File: config.mk
export PLATFORM = sky130hd
export DESIGN_NAME = tx_ip
export DESIGN_NICKNAME = d
export VERILOG_FILES = /design/src/rtl/eth_pkg.sv /design/src/rtl/ip_csum.sv /design/src/rtl/tx_ip.sv
export SDC_FILE = /design/constraint.sdc
export NUM_CORES = 1
export LEC_CHECK = 0
export CAP_MARGIN = 0
export CORE_MARGIN = 3
export CORE_UTILIZATION = 35
export DETAILED_ROUTE_END_ITERATION = 6
export HOLD_SLACK_MARGIN = 0.15
export SLEW_MARGIN = 20
export SYNTH_ARGS = -nofsm -noshare
export SYNTH_HDL_FRONTEND = slang
export SYNTH_SLANG_ARGS = --single-unit
File: constraint.sdc
create_clock -name s_axis_aclk -period 17.2 [get_ports s_axis_aclk]
set_input_delay 1.72 -clock s_axis_aclk [delete_from_list [all_inputs] [get_ports s_axis_aclk]]
set_output_delay 1.72 -clock s_axis_aclk [all_outputs]
set_load 0.1 [all_outputs]
File: src/rtl/eth_pkg.sv
`default_nettype none
// ============================================================================
//  Module   : eth_pkg
//  Purpose  : Shared IPv4 transmit constants and FSM state encoding.
//  Contents : IP_HDR_LEN, IP_VER_IHL, PROTO_UDP, tx_state_e, hdr_byte().
//  Revision : 1.0  initial release
// ============================================================================
package eth_pkg;

  localparam int         IP_HDR_LEN = 20;
  localparam logic [7:0] IP_VER_IHL = 8'h45;
  localparam logic [7:0] PROTO_UDP  = 8'd17;

  typedef enum logic [1:0] {
    ST_IDLE   = 2'd0,
    ST_CSUM   = 2'd1,
    ST_HEADER = 2'd2,
    ST_DATA   = 2'd3
  } tx_state_e;

  // Pick header byte idx (0 = first on the wire) out of a 160-bit header
  // that is packed MSB-first.
  function automatic logic [7:0] hdr_byte(input logic [159:0] hdr,
                                          input logic [4:0]   idx);
    return 8'(hdr >> (8 * (IP_HDR_LEN - 1 - int'(idx))));
  endfunction

endpackage
`default_nettype wire

File: src/rtl/ip_csum.sv
`default_nettype none
// ============================================================================
//  Module   : ip_csum
//  Purpose  : IPv4 header checksum over ten 16-bit words (combinational).
//             Usable for generation (checksum word = 0) or for checking a
//             received header (result 0 means a valid header).
//  Ports    : words_i[9:0][15:0] header words, csum_o[15:0] checksum.
//  Revision : 1.0  initial release
// ============================================================================
module ip_csum (
  input  wire logic [9:0][15:0] words_i,
  output logic      [15:0]      csum_o
);

  logic [19:0] sum_d;
  logic [16:0] fold1_d;
  logic [15:0] fold2_d;

  always_comb begin
    sum_d = '0;
    for (int i = 0; i < 10; i++) begin
      sum_d = sum_d + 20'(words_i[i]);
    end
    // Two end-around folds: the first may itself carry, the second cannot.
    fold1_d = {1'b0, sum_d[15:0]} + {13'd0, sum_d[19:16]};
    fold2_d = fold1_d[15:0] + {15'd0, fold1_d[16]};
    csum_o  = ~fold2_d;
  end

endmodule
`default_nettype wire

File: src/rtl/tx_ip.sv
`default_nettype none
// ============================================================================
//  Module   : tx_ip
//  Purpose  : Prepends a 20-byte IPv4 header to an AXI-Stream byte payload,
//             or bypasses the stream untouched when ip_enable = 0.
//  Ports    : s_axis_aclk / s_axis_areset (sync, active-high), ip_enable,
//             IP_SrcAddr, IP_DestAddr, IP_Protocol, IP_PayloadLen,
//             s_axis_* payload in, m_axis_* packet out, tx_busy.
//  Params   : IP_TTL (default 64), IP_FLAGS_FRAG (default 16'h4000, DF).
//  Macro    : TX_IP_ID_INC_EN - ID field counts packets instead of being 0.
//  Revision : 1.0  initial release
// ============================================================================
module tx_ip
  import eth_pkg::*;
#(
  parameter logic [7:0]  IP_TTL        = 8'd64,
  parameter logic [15:0] IP_FLAGS_FRAG = 16'h4000
) (
  input  wire logic        s_axis_aclk,
  input  wire logic        s_axis_areset,
  input  wire logic        ip_enable,
  input  wire logic [31:0] IP_SrcAddr,
  input  wire logic [31:0] IP_DestAddr,
  input  wire logic [7:0]  IP_Protocol,
  input  wire logic [15:0] IP_PayloadLen,
  input  wire logic [7:0]  s_axis_tdata,
  input  wire logic        s_axis_tvalid,
  output logic             s_axis_tready,
  input  wire logic        s_axis_tlast,
  input  wire logic        s_axis_tuser,
  output logic      [7:0]  m_axis_tdata,
  output logic             m_axis_tvalid,
  input  wire logic        m_axis_tready,
  output logic             m_axis_tlast,
  output logic             m_axis_tuser,
  output logic             tx_busy
);

  tx_state_e   state_q;
  logic [4:0]  byte_cnt_q;
  logic [15:0] csum_q;
  logic [15:0] totlen_q;
  logic [31:0] src_q;
  logic [31:0] dst_q;
  logic [7:0]  proto_q;
  logic [15:0] id_d;
  logic [15:0] csum_d;
  logic [159:0] hdr_d;

`ifdef TX_IP_ID_INC_EN
  logic [15:0] id_q;
  assign id_d = id_q;
`else
  assign id_d = 16'h0000;
`endif

  // Header assembled from latched fields; checksum word is zero when fed to
  // the checksum unit and the registered result when emitted.
  ip_csum u_csum (
    .words_i ({{IP_VER_IHL, 8'h00}, totlen_q, id_d, IP_FLAGS_FRAG,
               {IP_TTL, proto_q}, 16'h0000,
               src_q[31:16], src_q[15:0], dst_q[31:16], dst_q[15:0]}),
    .csum_o  (csum_d)
  );

  assign hdr_d = {IP_VER_IHL, 8'h00, totlen_q, id_d, IP_FLAGS_FRAG,
                  IP_TTL, proto_q, csum_q, src_q, dst_q};

  always_ff @(posedge s_axis_aclk) begin
    if (s_axis_areset) begin
      state_q    <= ST_IDLE;
      byte_cnt_q <= '0;
      csum_q     <= '0;
      totlen_q   <= '0;
      src_q      <= '0;
      dst_q      <= '0;
      proto_q    <= '0;
`ifdef TX_IP_ID_INC_EN
      id_q       <= '0;
`endif
    end else begin
      case (state_q)
        ST_IDLE: begin
          if (ip_enable && s_axis_tvalid && s_axis_tuser) begin
            src_q      <= IP_SrcAddr;
            dst_q      <= IP_DestAddr;
            proto_q    <= IP_Protocol;
            totlen_q   <= IP_PayloadLen + 16'(IP_HDR_LEN);
            byte_cnt_q <= '0;
            state_q    <= ST_CSUM;
          end
        end
        ST_CSUM: begin
          csum_q  <= csum_d;
          state_q <= ST_HEADER;
        end
        ST_HEADER: begin
          if (m_axis_tready) begin
            if (byte_cnt_q == 5'(IP_HDR_LEN - 1)) begin
              byte_cnt_q <= '0;
              state_q    <= ST_DATA;
            end else begin
              byte_cnt_q <= byte_cnt_q + 5'd1;
            end
          end
        end
        ST_DATA: begin
          if (s_axis_tvalid && m_axis_tready && s_axis_tlast) begin
            state_q <= ST_IDLE;
`ifdef TX_IP_ID_INC_EN
            id_q    <= id_q + 16'd1;
`endif
          end
        end
        default: state_q <= ST_IDLE;
      endcase
    end
  end

  // Bypass in IDLE and payload in DATA are pure wires so they add no latency.
  // While reset is held, a non-idle state is silenced immediately.
  always_comb begin
    m_axis_tdata  = 8'h00;
    m_axis_tvalid = 1'b0;
    m_axis_tlast  = 1'b0;
    m_axis_tuser  = 1'b0;
    s_axis_tready = 1'b0;
    case (state_q)
      ST_IDLE: begin
        if (!ip_enable) begin
          m_axis_tdata  = s_axis_tdata;
          m_axis_tvalid = s_axis_tvalid;
          m_axis_tlast  = s_axis_tlast;
          m_axis_tuser  = s_axis_tuser;
          s_axis_tready = m_axis_tready;
        end
      end
      ST_HEADER: begin
        if (!s_axis_areset) begin
          m_axis_tdata  = hdr_byte(hdr_d, byte_cnt_q);
          m_axis_tvalid = 1'b1;
          m_axis_tuser  = (byte_cnt_q == 5'd0);
        end
      end
      ST_DATA: begin
        if (!s_axis_areset) begin
          m_axis_tdata  = s_axis_tdata;
          m_axis_tvalid = s_axis_tvalid;
          m_axis_tlast  = s_axis_tlast;
          s_axis_tready = m_axis_tready;
        end
      end
      default: ;
    endcase
  end

  assign tx_busy = (state_q != ST_IDLE) && !s_axis_areset;

endmodule
`default_nettype wire
== After elaboration in Yosys (flattened, before gate mapping) ==
Index checks and enable logic that the tools add are counted.
Widths: inputs -> output; s select.

* $add $sub $neg: 12
* Shift-type cells: 1
* Bitwise logic cells: 1
* Eq/ne operators: 8
* Reductions and logical operators: 13
* Mux-type cells: 26

{| class="wikitable"
|+ Operators with widths
! cell !! count
|-
| $shr 159x32->8 || 1
|-
| $add 20x16->20 || 3
|-
| $add 20x15->20 const B || 2
|-
| $mux 8 || 3
|-
| $pmux 8 s3 || 1
|-
| $add 20x15->20 || 1
|-
| $add 16x16->17 || 1
|-
| $add 16x4->17 || 1
|-
| $add 16x1->16 || 1
|-
| $add 16x5->16 const B || 1
|-
| $not 16->16 || 1
|-
| $mux 5 || 3
|-
| $pmux 5 s2 || 1
|-
| $mux 1 || 9
|-
| $mux 2 || 4
|-
| $ne 2x2->1 const B || 4
|-
| $pmux 2 s4 || 1
|-
| $pmux 1 s2 || 3
|-
| $sub 5x5->6 const A || 1
|-
| $add 5x1->5 const B || 1
|-
| $eq 5x5->1 const B || 1
|-
| $logic_and 1x1->1 || 5
|-
| $logic_not 5->1 || 1
|-
| $eq 2x2->1 const B || 2
|-
| other kinds (8) || 9
|}

* Input bits: 103
* Register bits: 111
* Logic and storage cells: 68
* Output and inout bits: 13

== Longest topological paths before layout ==
Gate-level depths: netlist of run 1.

* Depth in word-level cells: 10
* Depth in mapped cells: 41
* Mapped depth without buffers: 41

== Hierarchy ==
Synthesis of run 1 repeated with hierarchy kept, for this count alone.

* Cells, all modules: 1154
* Area total of the unflattened synthesis: 10278.6 um^2

{| class="wikitable"
|+ Modules (own cells, without submodules)
! module !! instances !! cells each !! area an instance (um^2) !! sequential area each (um^2)
|-
| tx_ip || 1 || 657 || 5465.2 || 2222.1
|-
| ip_csum || 1 || 497 || 4813.4 || 0.0
|}

== Least setup slack after synthesis of run 1 ==
OpenSTA, ideal clock, no wires.

* Kind: register -> register
* From: register dst_q[0]
* To: register csum_q[14]
* Data arrival time: 7.734 ns
* Clock period less this slack: 7.854 ns
* Setup time: 0.120 ns
* Setup slack: 9.346 ns
* Stages on the path, launching flop included: 41
* Cells stage by stage: dfxtp_1 > ha_1 > fa_1 > a21o_1 > a21oi_1 > o21bai_1 > a21oi_1 > o21bai_1 > a211oi_1 > o21bai_1 > xnor2_1 > ha_1 > inv_1 > fa_1 > inv_1 > fa_1 > inv_1 > ha_1 > (+5 left out) > a21o_1 > a21o_1 > xor2_1 > ha_1 > inv_1 > fa_1 > nor2b_1 > o21a_1 > and4_1 > nand3_1 > nor3_1 > ha_1 > ha_1 > nand2_1 > nor2_1 > o2111ai_1 > nor4b_1 > o31a_1

* Word-level cells in the longest chain between the ends: 10

{| class="wikitable"
|+ Ends and longest elaborated chain
! what !! line !! source
|-
| start: declaration || tx_ip.sv:44 || <nowiki>logic [31:0] dst_q;</nowiki>
|-
| start signal: assignment || tx_ip.sv:86 || <nowiki>dst_q <= IP_DestAddr;</nowiki>
|-
| $add 16x16->17 || ip_csum.sv:22 || <nowiki>sum_d = sum_d + 20'(words_i[i]);</nowiki>
|-
| $add 20x16->20 (2 in series) || ip_csum.sv:22 ||
|-
| $add 20x15->20 (2 in series) || ip_csum.sv:22 ||
|-
| $add 20x16->20 || ip_csum.sv:22 ||
|-
| $add 20x15->20 || ip_csum.sv:22 ||
|-
| $add 16x4->17 || ip_csum.sv:25 || <nowiki>fold1_d = {1'b0, sum_d[15:0]} + {13'd0, sum_d[19:16]};</nowiki>
|-
| $add 16x1->16 || ip_csum.sv:26 || <nowiki>fold2_d = fold1_d[15:0] + {15'd0, fold1_d[16]};</nowiki>
|-
| $not 16->16 || ip_csum.sv:27 || <nowiki>csum_o = ~fold2_d;</nowiki>
|-
| end signal: assignment || tx_ip.sv:94 || <nowiki>csum_q <= csum_d;</nowiki>
|-
| end: declaration || tx_ip.sv:41 || <nowiki>logic [15:0] csum_q;</nowiki>
|}

Every way passes these cells.
A chain may end at the register's enable or synchronous reset.

== Worst setup path after layout of run 1 ==
Same ends and word-level chain as after synthesis.

==> flow_summary.toml, run 1 <==
[outcome]
status = "completed"

[clock_tree]
ctsRootBufferMaster = "clkbuf_16"
cts_tree = "yes"
clk_path_buf_depth = 2
cts_buffers = 9
clkLatencyLatePin_ps = 380
path_clk_slew_ps = 80
post_cts_buffers = 0
htreeDepth = 3
hold_buffers = 0
cts.repair.resized = 0
clock_sinks = 111

[timing]
fmax_ghz = 0.115
tightest_slew_ps = 980
min_period_ps = 8710
skew_ps = 9.27
rsz0062_at_grt = "no"
maxSlewViolCount = 0
finalSetupTns_ps = 0
setup_viol = 0
finalHoldViolCount = 0
maxSlewHeadroom_pct = 34.4
fin_crit_sh_pct = 50.7

[drt]
dr.first_iter.drc_count = 517
routed_wl_mm = 26.8
dr.pass1.iters = 5
drtAntennaViolNets = 0
vias_per_cell = 5.29
drcViolationCount = 0
wire_per_inst_um = 17.8
num_vias = 7974

[power_and_ir_drop]
swShare_pct = 45.3
seq_power_share_pct = 29.2
intPower_mw = 0.602
power_density_nw_per_um2 = 104
max-vdd-ir-drop_mv = 0.105
p_sw_mw = 0.499
p_leak_nw = 4.12
power_frac_clock_pct = 20.6
p_comb_share_pct = 50.2

[floorplanning]
initial_core_util_pct = 36.0
coreArea_um2 = 24600
die_area_um2 = 27300
die_h_um = 165
rows = 57
num_io_pins = 116
die-width_um = 165

[setup_path]
crit_required_ps = 17460
path_max_fanout = 7
worst-path-buf-inv = 4
cpPeakStageDelay_ps = 490
critical_path.top_delay_family = "adder cells"
endpoint_kind = "flip-flop"
crit_top_cell = "ha_1"
worstSetupPathType = "reg2reg"
cp-start-kind = "flip-flop"
crit_slowest_cell = "fa_1"
critical_path_arrival_ps = 8980

[finish]
layout_commonest_cell = "nand2_1"
area_delta_synth_final_pct = 19.3
antenna_cells = 0
nets = 1383
final_cell_mix = "196 x nand2_1, 115 x a21oi_1, 114 x clkdlybuf4s50_1, 110 x dfxtp_1, 99 x inv_1"
final_util_pct = 43.0
layout-drive-gt1-share_pct = 4.73
fillers = 2494

[run]
cap_viol_max_count = 0

[yosys]
ys_seq_elements = 111
synthArstFlopShare_pct = 0
ys.flop_type = "dfxtp_1"
syn_nets = 1305
synth_edf_count = 0
yosysWarnings = 0
synth.cell_area_um2 = 8870
syn_inst = 1100
seq_area_frac_synth_pct = 25.1
yosysUniqueCellTypes = 76
synth.avg_cell_area_um2 = 8.06

[placement]
io_buffers = 115
gp_congestion = 0.875
dpl.hpwl_mm = 21.4

[global_routing]
overflow = 0
antenna_found_initial = 0
grt_max_degree = 81
grt_pass1_vias = 7797
grtUsageTotal_pct = 19.9
grt_pass1_wl_mm = 42.4

[min_path]
worstHoldPathType = "reg2reg"
## cell usage after synthesis (all sizes together) (4+ instances only)
master   instances  area share (%)
nand2          196             8.3
a21oi          115             6.5
dfxtp          111              25
inv             99             4.2
nor2            71             3.0
ha              60             8.5
o21ai           44             2.5
clkbuf          43             1.8
fa              42             9.5
xnor2           33             3.3
a211oi          24             2.0
nand3           22             1.3
mux2i           21             2.4
mux4            15             3.8
xor2            13             1.3
a21o            12             1.0
buf             12            0.63
nor3            11            0.68
and2             9            0.63
o21bai           9            0.76
a22oi            8            0.68
a31oi            8            0.56
o21a             8            0.68
a22o             7            0.69
and3             7            0.51
nand4            7            0.49
nor4             7            0.49
o2111ai          7            0.69
nor2b            6            0.42
o211ai           6            0.56
o311ai           6            0.79
a211o            4            0.41
nand3b           4            0.48
o211a            4            0.45
o31a             4            0.39
## cell families after synthesis
family | count (synthesis) | synth area share, %
simple gates | 360 | 18.1
compound gates | 287 | 21.2
buf+inv | 157 | 6.79
flops | 111 | 25.1
fa+ha+maj | 102 | 17.9
xor+xnor | 47 | 4.80
mux | 36 | 6.18
## registers in the layout, summed over array words and instances (netlist names)
name	count
dst_q	32
src_q	32
csum_q	16
totlen_q	16
proto_q	8
byte_cnt_q	5
state_q	2
## tightest hold or removal path: stages, from the launching register on
cell and delay, ps:
dfxtp_1 330, nand2_1 60, a21oi_1 50
## final timing paths
check | startpoint | endpoint | slack, ps | depth (start not counted)
max | dst_q[0] | csum_q[14] | 8490 | 40
min | dst_q[0] | dst_q[0] | 480 | 2
max reg2reg | dst_q[0] | csum_q[14] | 8490 | 40
min reg2reg | dst_q[0] | dst_q[0] | 480 | 2
## power by group through the flow
stage,sequential [mW],combinational [mW],clock [mW]
6_report,0.322,0.553,0.227
5_1_grt,0.326,0.611,0.243
4_1_cts,0.322,0.554,0.233
3_5_place_dp,0.328,0.549,0
3_3_place_gp,0.327,0.546,0
2_1_floorplan,0.312,0.407,0
## layer usage
metal | wire length (um) | share of wire, % | vias up | GRT usage (%)
li1 | - | - | 3970 | -
met1 | 12800 | 48 | 3761 | 28.6
met2 | 12100 | 45 | 215 | 31.0
met3 | 1460 | 5.4 | 28 | 3.34
met4 | 527 | 2.0 | 0 | 5.18
met5 | 0 | 0 | - | 0
## per-stage QoR
step	cells	cell area, um^2	total power [mW]	hold slack [ps]	setup slack [ps]
6_report	1507	10600	1.10	480	8490
5_1_grt	1507	10600	1.18	508	7870
4_1_cts	1507	10600	1.11	479	8470
3_5_place_dp	1491	10300	0.877	468	8520
3_3_place_gp	1491	10300	0.873	463	8740
2_1_floorplan	1100	8870	0.719	440	9350
## layout make-up
type	instances	area [um^2]	share of cell area, %
Clock buffer	9	225	2.13
Clock inverter	7	91.3	0.863
Inverter	102	383	3.62
Multi-Input combinational cell	832	6050	57.2
Sequential cell	111	2220	21.0
Tap cell	324	405	3.83
Timing Repair Buffer	122	1200	11.4
(Power assumes the default switching activity.)
==> run 2: changes to the inputs <==
- clock period: 17.2 -> 8.9 ns (I/O delays scaled with it)
==> flow_summary.toml, run 2 (synthesized netlist as in run 1, its figures left out) <==
[global_routing]
antenna_found_initial = 0
grtUsageTotal_pct = 19.6
grt_pass1_wl_mm = 41.5
grt_pass1_vias = 7541
grt_max_degree = 81
overflow = 0

[timing]
setup_viol = 0
fin_crit_sh_pct = 93.9
finalSetupTns_ps = 0
skew_ps = 16.9
fmax_ghz = 0.120
finalHoldViolCount = 0
maxSlewHeadroom_pct = 34.7
min_period_ps = 8360
tightest_slew_ps = 977
fin_ws_ps = 541
maxSlewViolCount = 0

[power_and_ir_drop]
swShare_pct = 45.3
p_comb_share_pct = 50.1
max-vdd-ir-drop_mv = 0.154
p_sw_mw = 0.964
p_leak_nw = 4.13
seq_power_share_pct = 29.3
power_density_nw_per_um2 = 200
power_frac_clock_pct = 20.6
intPower_mw = 1.17

[clock_tree]
clock_sinks = 111
cts_tree = "yes"
ctsRootBufferMaster = "clkbuf_16"
post_cts_buffers = 0
path_clk_slew_ps = 90
clk_path_buf_depth = 2
cts_buffers = 9
htreeDepth = 3
clkLatencyLatePin_ps = 380

[finish]
area_delta_synth_final_pct = 20.0
final_cell_mix = "196 x nand2_1, 114 x a21oi_1, 114 x clkdlybuf4s50_1, 110 x dfxtp_1, 99 x inv_1"
nets = 1384
antenna_cells = 0
layout_commonest_cell = "nand2_1"
final_cell_area_um2 = 10600
fillers = 2503
layout-drive-gt1-share_pct = 5.41
reg.largest.list = "dst_q x32, src_q x32"
final_cells = 1508

[drt]
num_vias = 8013
vias_per_cell = 5.31
drcViolationCount = 0
wire_per_inst_um = 17.8
drtAntennaViolNets = 0
dr.first_iter.drc_count = 411
dr.pass1.iters = 5
routed_wl_mm = 26.8

[placement]
gp_congestion = 0.897
postPlaceCellArea_um2 = 10300
dpl.hpwl_mm = 21.4
io_buffers = 115
dpl.cell_count = 1492
pre_cts_ws_ps = 368

[setup_path]
cp-start-kind = "flip-flop"
endpoint_kind = "flip-flop"
worstSetupPathType = "reg2reg"
crit_top_cell = "fa_1"
path_max_fanout = 7
crit_slowest_cell = "fa_1"
cpPeakStageDelay_ps = 510
critical_path_arrival_ps = 8620
crit_required_ps = 9160
critical_path.top_delay_family = "adder cells"
worst-path-buf-inv = 2

[floorplanning]
die_h_um = 165
initial_core_util_pct = 36.0
num_io_pins = 116
die-width_um = 165
coreArea_um2 = 24600
rows = 57
die_area_um2 = 27300

[min_path]
worstHoldPathType = "reg2reg"

[run]
cap_viol_max_count = 0

[outcome]
status = "completed"
[run 2: power groups by stage]
| stage | sequential (mW) | clock, mW | combinational (mW) |
|---|---|---|---|
| 5_1_grt | 0.631 | 0.470 | 1.17 |
| 3_5_place_dp | 0.634 | 0 | 1.05 |
| 6_report | 0.624 | 0.439 | 1.07 |
| 3_3_place_gp | 0.634 | 0 | 1.05 |
| 2_1_floorplan | 0.603 | 0 | 0.787 |
| 4_1_cts | 0.624 | 0.451 | 1.06 |
[run 2: per-stage QoR]
step | total power, mW | hold WS, ps | util [%]
6_report | 2.13 | 482 | 43.3
2_1_floorplan | 1.39 | 440 | -
4_1_cts | 2.14 | 488 | 43.1
5_1_grt | 2.27 | 503 | 43.3
3_5_place_dp | 1.69 | 473 | 41.7
3_3_place_gp | 1.69 | 462 | 41.7
[run 2: area by class of cell]
type | count | area, um^2 | share of cell area [%]
clock inverter | 7 | 104 | 0.976
timing repair buffer | 123 | 1210 | 11.4
multi-input combinational | 832 | 6100 | 57.3
clock buffer | 9 | 225 | 2.12
tap | 324 | 405 | 3.81
inverter | 102 | 383 | 3.60
sequential | 111 | 2220 | 20.9
[run 2: timing repair]
item                       in CTS  in global routing
resized for setup               0                  9
setup endpoints to repair       0                 11
hold endpoints to repair        0                  0
hold buffers                    0                  0
[run 2: path summary, 6_finish.rpt]
check	from	endpoint	slack, ps	cells after the start
max	dst_q[0]	csum_q[14]	540	35
min	dst_q[2]	dst_q[2]	480	2
max reg2reg	dst_q[0]	csum_q[14]	540	35
min reg2reg	dst_q[2]	dst_q[2]	480	2
[run 2: worst min-delay path: stages, from the launching register on]
cell and delay, ps:
dfxtp_1 330, nand2_1 60, a21oi_1 50
[run 2: metal layers]
| metal | part of all wire, % | up-vias | global-route usage, % |
|---|---|---|---|
| met5 | 0 | - | 0 |
| met4 | 1.0 | 0 | 3.32 |
| met3 | 5.2 | 16 | 3.22 |
| met2 | 46 | 214 | 31.2 |
| met1 | 48 | 3806 | 28.3 |
| li1 | - | 3977 | - |
